$ cat config.mk
export PLATFORM = sky130hd
export DESIGN_NAME = sample_uart_tx
export DESIGN_NICKNAME = d
export VERILOG_FILES = /design/src/rtl/sample_uart_tx.sv
export SDC_FILE = /design/constraint.sdc
export NUM_CORES = 1
export LEC_CHECK = 0
export ABC_AREA = 1
export CAP_MARGIN = 10
export CORE_MARGIN = 2
export CORE_UTILIZATION = 55
export CTS_CLUSTER_SIZE = 8
export DETAILED_ROUTE_END_ITERATION = 16
export HOLD_SLACK_MARGIN = 0.02
export PLACE_DENSITY = 0.79
export SYNTH_ARGS = -nofsm -noshare
export SYNTH_HDL_FRONTEND = slang
export SYNTH_SLANG_ARGS = --single-unit
$ cat constraint.sdc
create_clock -name clk -period 6.2 [get_ports clk]
set_clock_uncertainty 0.2 [all_clocks]
set_input_delay 1.55 -clock clk [delete_from_list [all_inputs] [get_ports clk]]
set_output_delay 1.55 -clock clk [all_outputs]
set_load 0.02 [all_outputs]
$ cat src/rtl/sample_uart_tx.sv
// sample_uart_tx
//   Buffers averaged ADC samples captured during the SAMPLE system state and
//   sends them out as framed 8N1 bytes once the system enters the UART state.
//   Each sample frame is HEADER, sample[15:8], sample[7:0]. When the macro
//   SAMPLE_CKSUM_EN is defined, a fourth checksum byte
//   (HEADER ^ sample[15:8] ^ sample[7:0]) is appended.
//
// Parameters
//   CLK_FREQ  clock frequency in Hz
//   BAUD      UART bit rate (bit period = CLK_FREQ/BAUD cycles)
//   DEPTH     sample buffer entries (power of 2, >= 2)
//   HEADER    first byte of every sample frame
//
// Ports
//   clk           system clock, rising edge
//   rst_n         asynchronous active-low reset
//   system_state  IDLE=00, SAMPLE=01, COMPLETE=10, UART=11
//   ain_ave       averaged sample, valid while sample_end is high
//   sample_end    level flag; its rising edge captures ain_ave
//   tx            registered serial output, idle high
//   tx_busy       high while a sample stream is on the line
//   uart_done     high once every buffered sample has been sent
//   overflow      sticky; a capture was dropped on a full buffer
//   sample_cnt    number of buffered samples
module sample_uart_tx #(
    parameter int         CLK_FREQ = 50_000_000,
    parameter int         BAUD     = 115200,
    parameter int         DEPTH    = 8,
    parameter logic [7:0] HEADER   = 8'hAA,
    localparam int        CNT_W    = $clog2(DEPTH) + 1
) (
    input  logic             clk,
    input  logic             rst_n,
    input  logic [1:0]       system_state,
    input  logic [15:0]      ain_ave,
    input  logic             sample_end,
    output logic             tx,
    output logic             tx_busy,
    output logic             uart_done,
    output logic             overflow,
    output logic [CNT_W-1:0] sample_cnt
);

    localparam int BAUD_DIV = CLK_FREQ / BAUD;
    localparam int BAUD_W   = $clog2(BAUD_DIV);
    localparam int PTR_W    = $clog2(DEPTH);

    localparam logic [BAUD_W-1:0] BAUD_LAST = BAUD_W'(BAUD_DIV - 1);
    localparam logic [BAUD_W-1:0] BAUD_ONE  = BAUD_W'(1);
    localparam logic [CNT_W-1:0]  CNT_FULL  = CNT_W'(DEPTH);
    localparam logic [CNT_W-1:0]  CNT_ONE   = CNT_W'(1);
    localparam logic [PTR_W-1:0]  PTR_ONE   = PTR_W'(1);

`ifdef SAMPLE_CKSUM_EN
    localparam logic [1:0] LAST_BYTE = 2'd3;
`else
    localparam logic [1:0] LAST_BYTE = 2'd2;
`endif

    // System states this block reacts to (COMPLETE only matters as "not UART").
    localparam logic [1:0] SYS_IDLE   = 2'b00;
    localparam logic [1:0] SYS_SAMPLE = 2'b01;
    localparam logic [1:0] SYS_UART   = 2'b11;

    localparam logic [2:0] S_IDLE  = 3'd0;
    localparam logic [2:0] S_LOAD  = 3'd1;
    localparam logic [2:0] S_START = 3'd2;
    localparam logic [2:0] S_DATA  = 3'd3;
    localparam logic [2:0] S_STOP  = 3'd4;
    localparam logic [2:0] S_DONE  = 3'd5;

    logic [2:0]        state;
    logic              sample_end_d;
    logic [PTR_W-1:0]  wr_ptr;
    logic [PTR_W-1:0]  rd_ptr;
    logic [1:0]        byte_idx;
    logic [BAUD_W-1:0] baud_cnt;
    logic [2:0]        bit_cnt;
    logic [7:0]        shreg;
    logic [15:0]       sample_buf [DEPTH];

    logic        capture;
    logic        wr_en;
    logic        baud_tick;
    logic [15:0] cur_sample;
    logic [7:0]  load_byte;

    assign capture    = sample_end && !sample_end_d;
    assign wr_en      = capture && (system_state == SYS_SAMPLE) && (sample_cnt < CNT_FULL);
    assign baud_tick  = (baud_cnt == BAUD_LAST);
    assign cur_sample = sample_buf[rd_ptr];

    always_comb begin
        load_byte = HEADER;
        case (byte_idx)
            2'd1:    load_byte = cur_sample[15:8];
            2'd2:    load_byte = cur_sample[7:0];
`ifdef SAMPLE_CKSUM_EN
            2'd3:    load_byte = HEADER ^ cur_sample[15:8] ^ cur_sample[7:0];
`endif
            default: load_byte = HEADER;
        endcase
    end

    // Buffer storage carries no reset; validity is tracked by sample_cnt.
    always_ff @(posedge clk) begin
        if (wr_en) begin
            sample_buf[wr_ptr] <= ain_ave;
        end
    end

    always_ff @(posedge clk or negedge rst_n) begin
        if (!rst_n) begin
            state        <= S_IDLE;
            sample_end_d <= 1'b0;
            wr_ptr       <= '0;
            rd_ptr       <= '0;
            sample_cnt   <= '0;
            overflow     <= 1'b0;
            byte_idx     <= '0;
            baud_cnt     <= '0;
            bit_cnt      <= '0;
            shreg        <= '0;
            tx           <= 1'b1;
            tx_busy      <= 1'b0;
            uart_done    <= 1'b0;
        end else begin
            sample_end_d <= sample_end;
            // Registered from the state so it rises together with tx_busy falling.
            uart_done    <= (state == S_DONE);

            if (system_state == SYS_IDLE) begin
                wr_ptr     <= '0;
                rd_ptr     <= '0;
                sample_cnt <= '0;
                overflow   <= 1'b0;
                state      <= S_IDLE;
                byte_idx   <= '0;
                baud_cnt   <= '0;
                bit_cnt    <= '0;
                tx         <= 1'b1;
                tx_busy    <= 1'b0;
                uart_done  <= 1'b0;
            end else begin
                if (capture && (system_state == SYS_SAMPLE)) begin
                    if (sample_cnt < CNT_FULL) begin
                        wr_ptr     <= wr_ptr + PTR_ONE;
                        sample_cnt <= sample_cnt + CNT_ONE;
                    end else begin
                        overflow <= 1'b1;
                    end
                end

                case (state)
                    S_IDLE: begin
                        tx       <= 1'b1;
                        tx_busy  <= 1'b0;
                        byte_idx <= '0;
                        if (system_state == SYS_UART) begin
                            state <= (sample_cnt != '0) ? S_LOAD : S_DONE;
                        end
                    end
                    S_LOAD: begin
                        shreg    <= load_byte;
                        tx       <= 1'b0;
                        tx_busy  <= 1'b1;
                        baud_cnt <= '0;
                        state    <= S_START;
                    end
                    // tx is registered, so each state presents the next bit on
                    // its final baud tick; shreg[0] always holds the next bit.
                    S_START: begin
                        if (baud_tick) begin
                            baud_cnt <= '0;
                            tx       <= shreg[0];
                            shreg    <= {1'b0, shreg[7:1]};
                            bit_cnt  <= '0;
                            state    <= S_DATA;
                        end else begin
                            baud_cnt <= baud_cnt + BAUD_ONE;
                        end
                    end
                    S_DATA: begin
                        if (baud_tick) begin
                            baud_cnt <= '0;
                            if (bit_cnt == 3'd7) begin
                                tx    <= 1'b1;
                                state <= S_STOP;
                            end else begin
                                tx      <= shreg[0];
                                shreg   <= {1'b0, shreg[7:1]};
                                bit_cnt <= bit_cnt + 3'd1;
                            end
                        end else begin
                            baud_cnt <= baud_cnt + BAUD_ONE;
                        end
                    end
                    S_STOP: begin
                        if (baud_tick) begin
                            baud_cnt <= '0;
                            if (system_state != SYS_UART) begin
                                state <= S_IDLE;
                            end else if (byte_idx != LAST_BYTE) begin
                                byte_idx <= byte_idx + 2'd1;
                                state    <= S_LOAD;
                            end else if (sample_cnt > CNT_ONE) begin
                                rd_ptr     <= rd_ptr + PTR_ONE;
                                sample_cnt <= sample_cnt - CNT_ONE;
                                byte_idx   <= '0;
                                state      <= S_LOAD;
                            end else begin
                                sample_cnt <= sample_cnt - CNT_ONE;
                                state      <= S_DONE;
                            end
                        end else begin
                            baud_cnt <= baud_cnt + BAUD_ONE;
                        end
                    end
                    S_DONE: begin
                        tx_busy <= 1'b0;
                        if (system_state != SYS_UART) begin
                            state <= S_IDLE;
                        end
                    end
                    default: state <= S_IDLE;
                endcase
            end
        end
    end

endmodule

## After elaboration in Yosys (flattened, before gate mapping)

Memories as Yosys holds them, arrays and structs flattened.
Index checks and enable logic that the tools add are counted.

| cells by class | value |
|---|---|
| add/sub/neg operators | 7 |
| $lt $le $gt $ge | 2 |
| equal/unequal tests | 28 |
| multiplexer cells | 60 |
| bitwise logic cells | 1 |
| reduce and logical (&&, ||, !) cells | 28 |

Operators by type and width:

| kind | number |
|---|---|
| 2-to-1 mux 3 bit | 24 |
| 2-to-1 mux 4 bit | 7 |
| 2-to-1 mux 8 bit | 3 |
| one-hot mux 8 bit (3 select lines) | 1 |
| != test 3 bit (second input constant) | 7 |
| 2-to-1 mux 9 bit | 2 |
| one-hot mux 3 bit (6 select lines) | 1 |
| one-hot mux 9 bit (2 select lines) | 1 |
| != test 2 bit (second input constant) | 8 |
| one-hot mux 8 bit (2 select lines) | 1 |
| nonzero test 3 bit | 5 |
| 2-to-1 mux 1 bit | 11 |
| 2-to-1 mux 2 bit | 5 |
| AND reduction 5 bit | 2 |
| nonzero test 2 bit | 5 |
| adder 3 x 1 -> 3 bit (second input constant) | 3 |
| adder 9 x 1 -> 9 bit (second input constant) | 1 |
| equality test 3 bit (second input constant) | 3 |
| equality test 9 bit (second input constant) | 1 |
| AND reduction 4 bit | 2 |
| equality test 3 x 2 -> 1 bit (second input constant) | 2 |
| one-hot mux 3 bit (2 select lines) | 1 |
| AND reduction 6 bit | 1 |
| nonzero test 5 bit | 1 |
| 23 further kinds | 28 |

| storage, ports and cells | value |
|---|---|
| bits in registers | 40 |
| memory bits (writable) | 128 |
| input bits | 21 |
| output and inout bits | 8 |
| word-level logic and storage cells | 140 |
| memories kept | 1 |

Memory list:

| name | depth | width | read ports | clocked after Yosys merged registers in | wr ports | line | RTL |
|---|---|---|---|---|---|---|---|
| sample_buf | 8 | 16 | 1 | 0 | 1 | 80 | `logic [15:0] sample_buf [DEPTH];` |

## Longest topological paths before layout

Gate-level depths: netlist of run 1.

| logic depth | value |
|---|---|
| word-level depth | 9 |
| mapped depth | 12 |

## Worst setup path before layout of run 1

No wires, ideal clock.

| timing | value |
|---|---|
| kind | in2reg |
| from | in system_state[1] |
| to | mem sample_buf[7][0] (enable) |
| arrival time | 3.430 ns |
| slack | 2.161 ns |
| stages | 8 |
| path buffers | 0 |
| cell sequence | inv_1 > ha_1 > nand2_1 > nor2_1 > nand2_1 > nor2_1 > inv_1 > nor3_1 |

| between the ends | value |
|---|---|
| cells in the longest elaborated chain, start to end | 5 |

Ends and longest elaborated chain:

| what | line | RTL |
|---|---|---|
| from (decl) | 34 | `input logic [1:0] system_state,` |
| equality test 2 x 1 -> 1 bit | 89 | `assign wr_en = capture && (system_state == SYS_SAMPLE) && (sample_cnt < CNT_FULL);` |
| logical AND 1 bit (2 in series) | 89 |  |
| 2-to-1 mux 1 bit | 107 | `if (wr_en) begin` |
| 2-to-1 mux 1 bit (implied by the code) | 108 | `sample_buf[wr_ptr] <= ain_ave;` |
| to (decl) | 80 |  |

Every way passes these cells.

## Worst setup path after layout of run 1

| timing | value |
|---|---|
| from | in system_state[1] |
| to | mem sample_buf[3][12] (enable) |

The elaborated chain is that of the path after synthesis.

==> summary.txt, run 1 <==
Clock tree
  • CTS max path bufs: 2
  • TritonCTS Sinks: ~170
  • Clock latency on the worst-skew pair: between 0.4 and 0.5 ns
  • CTS tree: done
  • Total CTS buffers: 17
  • Clock root buffer: clkbuf_16
  • Postcts setup bufs: 0
  • Clock transition at the registers of the reported paths: 0.06 ns
  • Cts hold-fix bufs: 0
  • H-tree levels: 4
  • Post_cts resized: 0

Detailed routing
  • DR iter-0 viols: approximately 430
  • Vias post-DR: approximately 5.5k
  • Post-route ant nets: 0
  • DRT Wirelength: between 15,000 and 20,000 µm
  • Length of the first detailed-routing pass in iterations: 5
  • Drt wl/cell: approximately 16 µm
  • Residual DRC: 0
  • Vias/cell: between 5 and 6

GRT
  • GR Util met3: 0.0600
  • Antenna violations before repair: 0
  • Number of global-route vias before repair: 5,375
  • Largest net degree at the start of global routing: between 70 and 80
  • First-pass GRT wire length: around 27,000 µm
  • Total GRT Usage: 0.232
  • Grt met2 use: 0.380
  • Grt ovf: 0
  • GRT met1 Usage: 0.301
  • Busiest grt layer: met2

Die
  • Die area: roughly 15,000 µm²
  • # IOs: 29
  • Core Region: 14,000 µm²
  • # rows: 43
  • Initial core utilization: 0.568
  • Chip width: 124 µm
  • Die Ht: ~120 µm

Run
  • Max Cap Viol: 0

Logic synthesis
  • #FFs+latches synth: ~170
  • Syn Inst Count: between 800 and 900
  • Yosys cell types: between 40 and 50
  • Post-synth EDFFs: roughly 130
  • Synth top area share: 0.484
  • Sequential element share of the synthesized area: 0.610
  • Largest area contributor in the netlist: edfxtp_1
  • Top cells by area, synth: edfxtp_1 48%, dfrtp_1 12%, nand2_1 11%
  • Syn_nets: about 870
  • Async SR Flop Fraction: 0.238
  • Cell area after synthesis: 7950 µm²
  • Mean Syn Cell Area: about 9.6 µm²
  • Ys Warns: 0
  • Synth Flop Type: edfxtp_1

Layout
  • Commonest non-fill, non-tap cells in the layout: 237 x nand2_1, 128 x edfxtp_1, 108 x inv_1
  • Multi-input logic area: between 2000 and 3000 µm²
  • Final #Nets: 892
  • N_diodes: 0
  • Most common cell after layout, fill and taps aside: nand2_1
  • P&R area growth vs syn: 12.0%
  • Layout cells sized above 1: 0.101
  • Fillcell total: 1,085
  • FF+latch area: between 4000 and 5000 µm²
  • Final instance area: 8900 µm²

Worst setup path
  • Kind of critical path: primary input to flop
  • Worst-path fanout max: 9
  • Worst EP required: between 6 and 7 ns
  • CP Data Arrival Time: between 3 and 4 ns
  • CP Capture Type: flop
  • Critical Path Source Type: primary input

Power and ir drop
  • Max VDD drop: 0.270 mV
  • Power Dens Cells: 356 nW/µm²
  • Leak: about 3.8 nW
  • Design Power: 3.16 mW

Timing
  • Hold Fails Final Rpt: 0
  • Slew Limit Fails: 0
  • Fin crit share: 0.646
  • TNS Setup: 0 ns
  • RSZ-0062 raised after global routing: no
  • Worst slew pin tran: 1.05 ns
  • Final setup violating endpoints: 0
  • Fmax: 250 MHz
  • Final min period: between 4 and 5 ns
  • Max transition margin: 0.301

Placed design
  • Post-DP HPWL: between 10,000 and 15,000 µm
  • Buffers added on ports: 28
  • Placed Area: 8350 µm²
  • Placer Congestion: 0.803

Run status
  • Status: completed

Hold path
  • Worst Hold Class: flop to flop
## synth_stat cells (2+ instances only)
cell	number
nand2_1	237
edfxtp_1	128
inv_1	108
nand3_1	89
nor2_1	74
dfrtp_1	39
ha_1	16
a21oi_1	14
buf_2	14
o21ai_0	14
or2_2	10
clkbuf_1	8
nor3_1	8
nand2_2	7
a21oi_2	6
inv_2	5
buf_6	4
nor2_2	4
nor2_4	4
or2_1	4
nand4_1	3
nor3_2	3
o21a_1	3
o21ai_1	3
buf_1	2
buf_4	2
nor2_8	2
nor4_1	2
o22ai_1	2
or2_0	2
xor2_1	2
## final timing paths
path                            startpoint                end  slack (ns)  cells past startpoint
min in group asynchronous            rst_n        baud_cnt[5]        1.05                      1
max reg2reg                      rd_ptr[1]           shreg[0]        3.27                      7
max                        system_state[1]  sample_buf[3][12]        2.20                     10
min                             bit_cnt[1]         bit_cnt[1]        0.29                      2
max in group asynchronous            rst_n          rd_ptr[0]        4.11                      1
min reg2reg                     bit_cnt[1]         bit_cnt[1]        0.29                      2
## power by group
| group | switching [mW] | total [mW] | internal [mW] |
|---|---|---|---|
| registers | 0.0752 | 1.36 | 1.28 |
| clock network | 0.450 | 1.00 | 0.552 |
| logic | 0.541 | 0.807 | 0.266 |
## per-layer routing
metal | part of all wire | vias to the layer above | routed length (µm)
li1 | - | 2726 | -
met1 | 0.42 | 2533 | 6820
met2 | 0.50 | 187 | 8140
met3 | 0.070 | 28 | 1140
met4 | 0.018 | 0 | 296
met5 | 0 | - | 0
## layout make-up
type | instances | area share
Multi-Input combinational cell | 517 | 0.282
Clock inverter | 15 | 0.0138
Clock buffer | 17 | 0.0478
Inverter | 115 | 0.0486
Sequential cell | 168 | 0.544
Tap cell | 180 | 0.0253
Timing Repair Buffer | 36 | 0.0377
## through the flow
step           hold slack, ns   util  std cells  setup WS (ns)
2_1_floorplan           0.248      -        830           2.16
3_3_place_gp            0.271  0.597       1016           1.84
3_5_place_dp            0.274  0.597       1016           1.76
4_1_cts                 0.292  0.636       1048           2.20
5_1_grt                 0.295  0.636       1048           1.99
6_report                0.291  0.636       1048           2.20
## cell families (layout without fill, tap and decap cells)
kind of cell | after synthesis | in the layout | share of synthesized area
and+or+nand+nor | 454 | 454 | 0.254
xor gates and xnor gates | 2 | 2 | 0.00221
DFF | 168 | 168 | 0.610
buffers and inverters | 145 | 183 | 0.0756
adders and majority gates | 16 | 16 | 0.0252
AOI/OAI and AO/OA | 45 | 45 | 0.0334
## worst max-delay path, cell delays in order
cell and delay (ns):
clkdlybuf4s50_1 0.45, inv_1 0.11, ha_1 0.15, nand2_1 0.05
nor2_1 0.14, nand2_1 0.21, nor2_1 0.18, inv_1 0.12
nor2_1 0.63, buf_4 0.33
## state kept, by name (all words and copies together) (netlist names)
| signal | count |
|---|---|
| sample_cnt | 4 |
| uart_done | 1 |
| bit_cnt | 3 |
| wr_ptr | 3 |
| overflow | 1 |
| tx | 1 |
| byte_idx | 2 |
| sample_buf | 128 |
| rd_ptr | 3 |
| tx_busy | 1 |
| state | 3 |
| sample_end_d | 1 |
| shreg | 8 |
| baud_cnt | 9 |
No activity file was read; power rests on OpenSTA's default activity.
==> run 2: changes to the inputs <==
clock period = 4.1 ns   (was 6.2 ns; I/O delays follow)
==> run 2 against run 1 <==
Compared with the run above:
- register-to-register slack worse by 1.6 ns
- die area stayed put
- critical path type unchanged
- sequential share of layout area is 0.71 points lower
- combinational power is 55% higher
- first-iteration DRC count is 23% higher
- sequential power is 49% higher
- highest routed layer unchanged
- worst setup slack worse by 1.0 ns
- clock power is 67% higher
- utilization is 0.84 points higher
- largest cell class unchanged
- power is 56% higher
==> summary.txt, run 2 (synthesized netlist as in run 1, its figures left out) <==
Detailed routing
  • Vias post-DR: 5,651
  • Residual DRC: 0
  • DR iter-0 viols: 530
  • Length of the first detailed-routing pass in iterations: 5
  • Post-route ant nets: 0
  • DRT Wirelength: between 15,000 and 20,000 µm
  • Vias/cell: between 5 and 6
  • Drt wl/cell: between 15 and 20 µm

Clock tree
  • Clock transition at the registers of the reported paths: 0.07 ns
  • Post_cts resized: 0
  • CTS max path bufs: 2
  • Clock root buffer: clkbuf_16
  • H-tree levels: 4
  • CTS tree: done
  • TritonCTS Sinks: 168
  • Total CTS buffers: 17
  • Cts hold-fix bufs: 0
  • Postcts setup bufs: 0
  • Clock latency on the worst-skew pair: ~0.43 ns

GRT
  • Grt met2 use: 0.386
  • GR Util met3: 0.0504
  • First-pass GRT wire length: 26,500 µm
  • Busiest grt layer: met2
  • Antenna violations before repair: 0
  • GRT met1 Usage: 0.297
  • Largest net degree at the start of global routing: 70
  • Total GRT Usage: 0.232
  • Number of global-route vias before repair: 5,406
  • Grt ovf: 0

Placed design
  • Setup WS pre-CTS: between 0.7 and 0.8 ns
  • Buffers added on ports: 28
  • Post-DP HPWL: between 10,000 and 15,000 µm
  • Placer Congestion: about 0.84

Layout
  • Layout cells sized above 1: 0.112
  • Most flops, register: sample_buf
  • P&R area growth vs syn: 13.5%
  • Top Registers: sample_buf x128, baud_cnt x9, shreg x8
  • Commonest non-fill, non-tap cells in the layout: 237 x nand2_1, 128 x edfxtp_1, 108 x inv_1
  • Max reg flops: about 130
  • N_diodes: 0
  • Final #Nets: approximately 900
  • Most common cell after layout, fill and taps aside: nand2_1

Die
  • Chip width: around 120 µm
  • # IOs: 29
  • Die area: 15,400 µm²
  • # rows: 43
  • Core Region: about 14,000 µm²
  • Die Ht: roughly 120 µm
  • Initial core utilization: 0.568

Run
  • Max Cap Viol: 0

Timing
  • Fin crit share: 0.716
  • Fmax: about 340 MHz
  • Final WS setup: about 1.2 ns
  • RSZ-0062 raised after global routing: no
  • TNS Setup: 0 ns
  • Final setup violating endpoints: 0
  • Max transition margin: 0.331
  • Final min period: between 2 and 3 ns
  • Slew Limit Fails: 0
  • Worst slew pin tran: roughly 1.0 ns
  • Hold Fails Final Rpt: 0

Run status
  • Status: completed

Worst setup path
  • Critical Path Source Type: primary input
  • Worst-path fanout max: 11
  • CP Capture Type: flop
  • Kind of critical path: primary input to flop
  • CP Data Arrival Time: 2.86 ns
  • Worst EP required: approximately 4 ns

Hold path
  • Worst Hold Class: flop to flop

Power and ir drop
  • Leak: between 3 and 4 nW
  • Max VDD drop: 0.368 mV
  • Power Dens Cells: approximately 550 nW/µm²
-- run 2: changes by cell type in the layout (fill, tap and decap cells not counted), sizes merged --
| cell | previous run | this run |
|---|---|---|
| buf | 9 | 16 |
| clkbuf | 17 | 18 |
| clkinv | 10 | 4 |
| clkinvlp | 1 | 2 |
| bufinv | 1 | 3 |
| inv | 118 | 120 |
-- run 2: layout make-up --
cell class	instances	area, µm²
Clock buffer	18	429
Clock inverter	14	184
Fill cell	1083	4970
Inverter	115	433
Multi-Input combinational cell	517	2510
Sequential cell	168	4850
Tap cell	180	225
Timing Repair Buffer	43	388
-- run 2: critical path, cell delays in order --
cell	delay (ns)
clkdlybuf4s50_1	0.51
ha_1	0.17
nand2_1	0.06
nor2_1	0.17
nand2_1	0.20
nor2_1	0.18
inv_1	0.12
nor3_2	0.17
buf_4	0.25
-- run 2: stage by stage --
step	cell area, µm²	hold slack [ns]	cells	util	power (mW)
after global routing	9020	0.321	1055	0.645	5.20
after floorplan	7950	0.248	830	-	3.02
after CTS	9020	0.294	1055	0.645	4.96
final	9020	0.292	1055	0.645	4.94
after global placement	8410	0.264	1023	0.601	3.26
after detailed placement	8410	0.274	1023	0.601	3.29
-- run 2: worst paths after layout --
check	startpoint	end	slack, ns	cells past startpoint
max in group asynchronous	rst_n	rd_ptr[0]	2.55	1
min in group asynchronous	rst_n	baud_cnt[4]	0.52	1
setup reg to reg	rd_ptr[1]	shreg[6]	1.71	8
hold reg to reg	bit_cnt[1]	bit_cnt[1]	0.29	2
setup / recovery	system_state[0]	sample_buf[7][9]	1.16	9
hold / removal	bit_cnt[1]	bit_cnt[1]	0.29	2
-- run 2: report_power, final --
part	internal, mW	switching, mW	leakage (nW)
Combinational	0.405	0.846	1.93
Sequential	1.94	0.0807	1.67
Clock	0.976	0.699	0.297
Total	3.32	1.63	3.90
-- run 2: metal layers --
layer	wire (µm)	vias up
met1	6820	2684
met5	0	-
met4	329	0
met2	8380	194
li1	-	2743
met3	1080	30
==> run 3: changes to the inputs <==
PLACE_DENSITY = 0.82   (was 0.79)
clock period = 2.6 ns   (was 4.1 ns; I/O delays follow)
==> run 3 against run 2 <==
Compared with the run above:
- sequential cell count unchanged
- clock power increased by 46%
- count of clock-buffer cells in the layout increased by 1
- hold slack about the same
- worst setup slack got worse by 0.98 ns
- sequential power increased by 57%
- via count increased by 1.6%
- first-iteration DRC count decreased by 12%
- largest cell class unchanged
==> summary.txt, run 3 (synthesized netlist as in run 1, its figures left out) <==
Worst setup path
  • Critical path buffers and inverters: 1
  • Worst flop-to-flop path startpoint: rd_ptr[1]
  • R2r worst-path depth: 8
  • Crit-path max cell delay: ~0.66 ns
  • CP Data Arrival Time: around 1.6 ns
  • Critical Path Source Type: flop
  • Crit path from: sample_cnt[0]
  • R2R setup slack: 0.57 ns
  • Kind of critical path: flop to output port
  • CP Capture Type: output port
  • R2r endpoint: shreg[7]
  • CP Cell Sequence: clkdlybuf4s50_1
  • Worst path top cell family by delay: buffers and inverters
  • Worst EP required: 1.75 ns
  • Critical path's slowest cell: clkdlybuf4s50_1
  • Critical Path End: sample_cnt[0]
  • Critical Path Stages: 1
  • Worst-path fanout max: 8

Detailed routing
  • DR iter-0 viols: roughly 460
  • Residual DRC: 0
  • Post-route ant nets: 0
  • Vias/cell: between 5 and 6
  • Length of the first detailed-routing pass in iterations: 4
  • Drt wl/cell: between 15 and 20 µm
  • DRT Wirelength: around 17,000 µm
  • Vias post-DR: 5,743

Timing
  • Final setup violating endpoints: 0
  • Fmax: slightly above 400 MHz
  • Fin crit share: 0.929
  • Final min period: 2.42 ns
  • Final WS setup: ~0.18 ns
  • Slew Limit Fails: 0
  • Max transition margin: 0.502
  • Hold Fails Final Rpt: 0
  • RSZ-0062 raised after global routing: no
  • Worst slew pin tran: around 0.75 ns

Die
  • # IOs: 29
  • # rows: 43
  • Initial core utilization: 0.568
  • Core Region: ~14,000 µm²
  • Die Ht: approximately 120 µm
  • Die area: roughly 15,000 µm²
  • Chip width: 124 µm

Power and ir drop
  • Design Power: between 7 and 8 mW
  • Power Dens Cells: about 840 nW/µm²
  • Leak: 4.04 nW
  • Max VDD drop: roughly 0.63 mV

GRT
  • Antenna violations before repair: 0
  • Largest net degree at the start of global routing: 63
  • Total GRT Usage: 0.240
  • Number of global-route vias before repair: 5,642
  • Grt ovf: 0
  • First-pass GRT wire length: about 27,000 µm

Layout
  • Max reg flops: approximately 130
  • Fin util: 0.659
  • Most common cell after layout, fill and taps aside: nand2_1
  • Final #Nets: roughly 930
  • P&R area growth vs syn: 16.1%
  • Top Registers: sample_buf x128, baud_cnt x9, shreg x8
  • N_diodes: 0
  • Layout cells sized above 1: 0.136
  • Commonest non-fill, non-tap cells in the layout: 237 x nand2_1, 128 x edfxtp_1, 108 x inv_1
  • Fillcell total: between 1k and 1.5k
  • FF+latch area: between 4000 and 5000 µm²
  • Multi-input logic area: between 2000 and 3000 µm²
  • Finished Layout Cells: 1,083
  • Most flops, register: sample_buf

Placed design
  • DP Cell Count: 1,050
  • Post-DP HPWL: between 10,000 and 15,000 µm
  • Setup WS pre-CTS: -0.256 ns
  • Buffers added on ports: 28
  • Placer Congestion: around 0.85

Clock tree
  • CTS tree: done
  • Clock root buffer: clkbuf_16
  • CTS max path bufs: 2
  • H-tree levels: 4
  • Total CTS buffers: 17
  • Clock transition at the registers of the reported paths: 0.07 ns
  • Clock latency on the worst-skew pair: roughly 0.43 ns
  • TritonCTS Sinks: 168

Run
  • Max Cap Viol: 0

Hold path
  • Worst Hold Class: flop to flop

Run status
  • Status: completed
run 3: timing repair:
item / in CTS / in global routing
setup buffers: 0 / 0
gates resized for setup: 0 / 1
setup endpoints to repair: 0 / 12
hold endpoints to repair: 13 / 0
hold buffers: 1 / 0
run 3: report_power, final:
part | total [mW] | internal, mW | switching [mW]
Sequential | 3.18 | 3.05 | 0.130
Clock | 2.43 | 1.35 | 1.08
Combinational | 2.09 | 0.718 | 1.38
run 3: layout make-up:
class                           instances  share of cell area
Clock buffer                           19              0.0469
Clock inverter                         13              0.0152
Inverter                              115              0.0469
Multi-Input combinational cell        517               0.273
Sequential cell                       168               0.526
Tap cell                              180              0.0244
Timing Repair Buffer                   71              0.0678
run 3: worst min-delay path by stage:
stage                     cells past startpoint  slack, ns       start          end
after floorplan                               0       0.15       rst_n  baud_cnt[0]
final                                         2       0.29  bit_cnt[2]   bit_cnt[2]
after global routing                          2       0.31  bit_cnt[1]   bit_cnt[1]
after detailed placement                      2       0.27    shreg[1]     shreg[1]
after CTS                                     2       0.29    shreg[1]     shreg[1]
after global placement                        2       0.27  bit_cnt[2]   bit_cnt[2]
run 3: per-layer routing:
layer / GRT usage / part of all wire
met1: 0.297 / 0.41
met2: 0.403 / 0.51
met3: 0.0522 / 0.054
met4: 0.115 / 0.031
met5: 0 / 0
run 3: per-stage QoR:
step                hold slack, ns  TNS [ns]  cell area, µm²
finish                       0.292         0            9220
CTS                          0.291         0            9220
global placement             0.266    -18.01            8630
detailed placement           0.270    -24.08            8630
global route                 0.311         0            9220
floorplan                    0.154     -8.93            7960
run 3: worst min-delay path, delay by kind of cell, from the launching register on:
| kind | cells | cell delay (ns) |
|---|---|---|
| flip-flops | 1 | 0.36 |
| AND/OR/NAND/NOR | 2 | 0.11 |
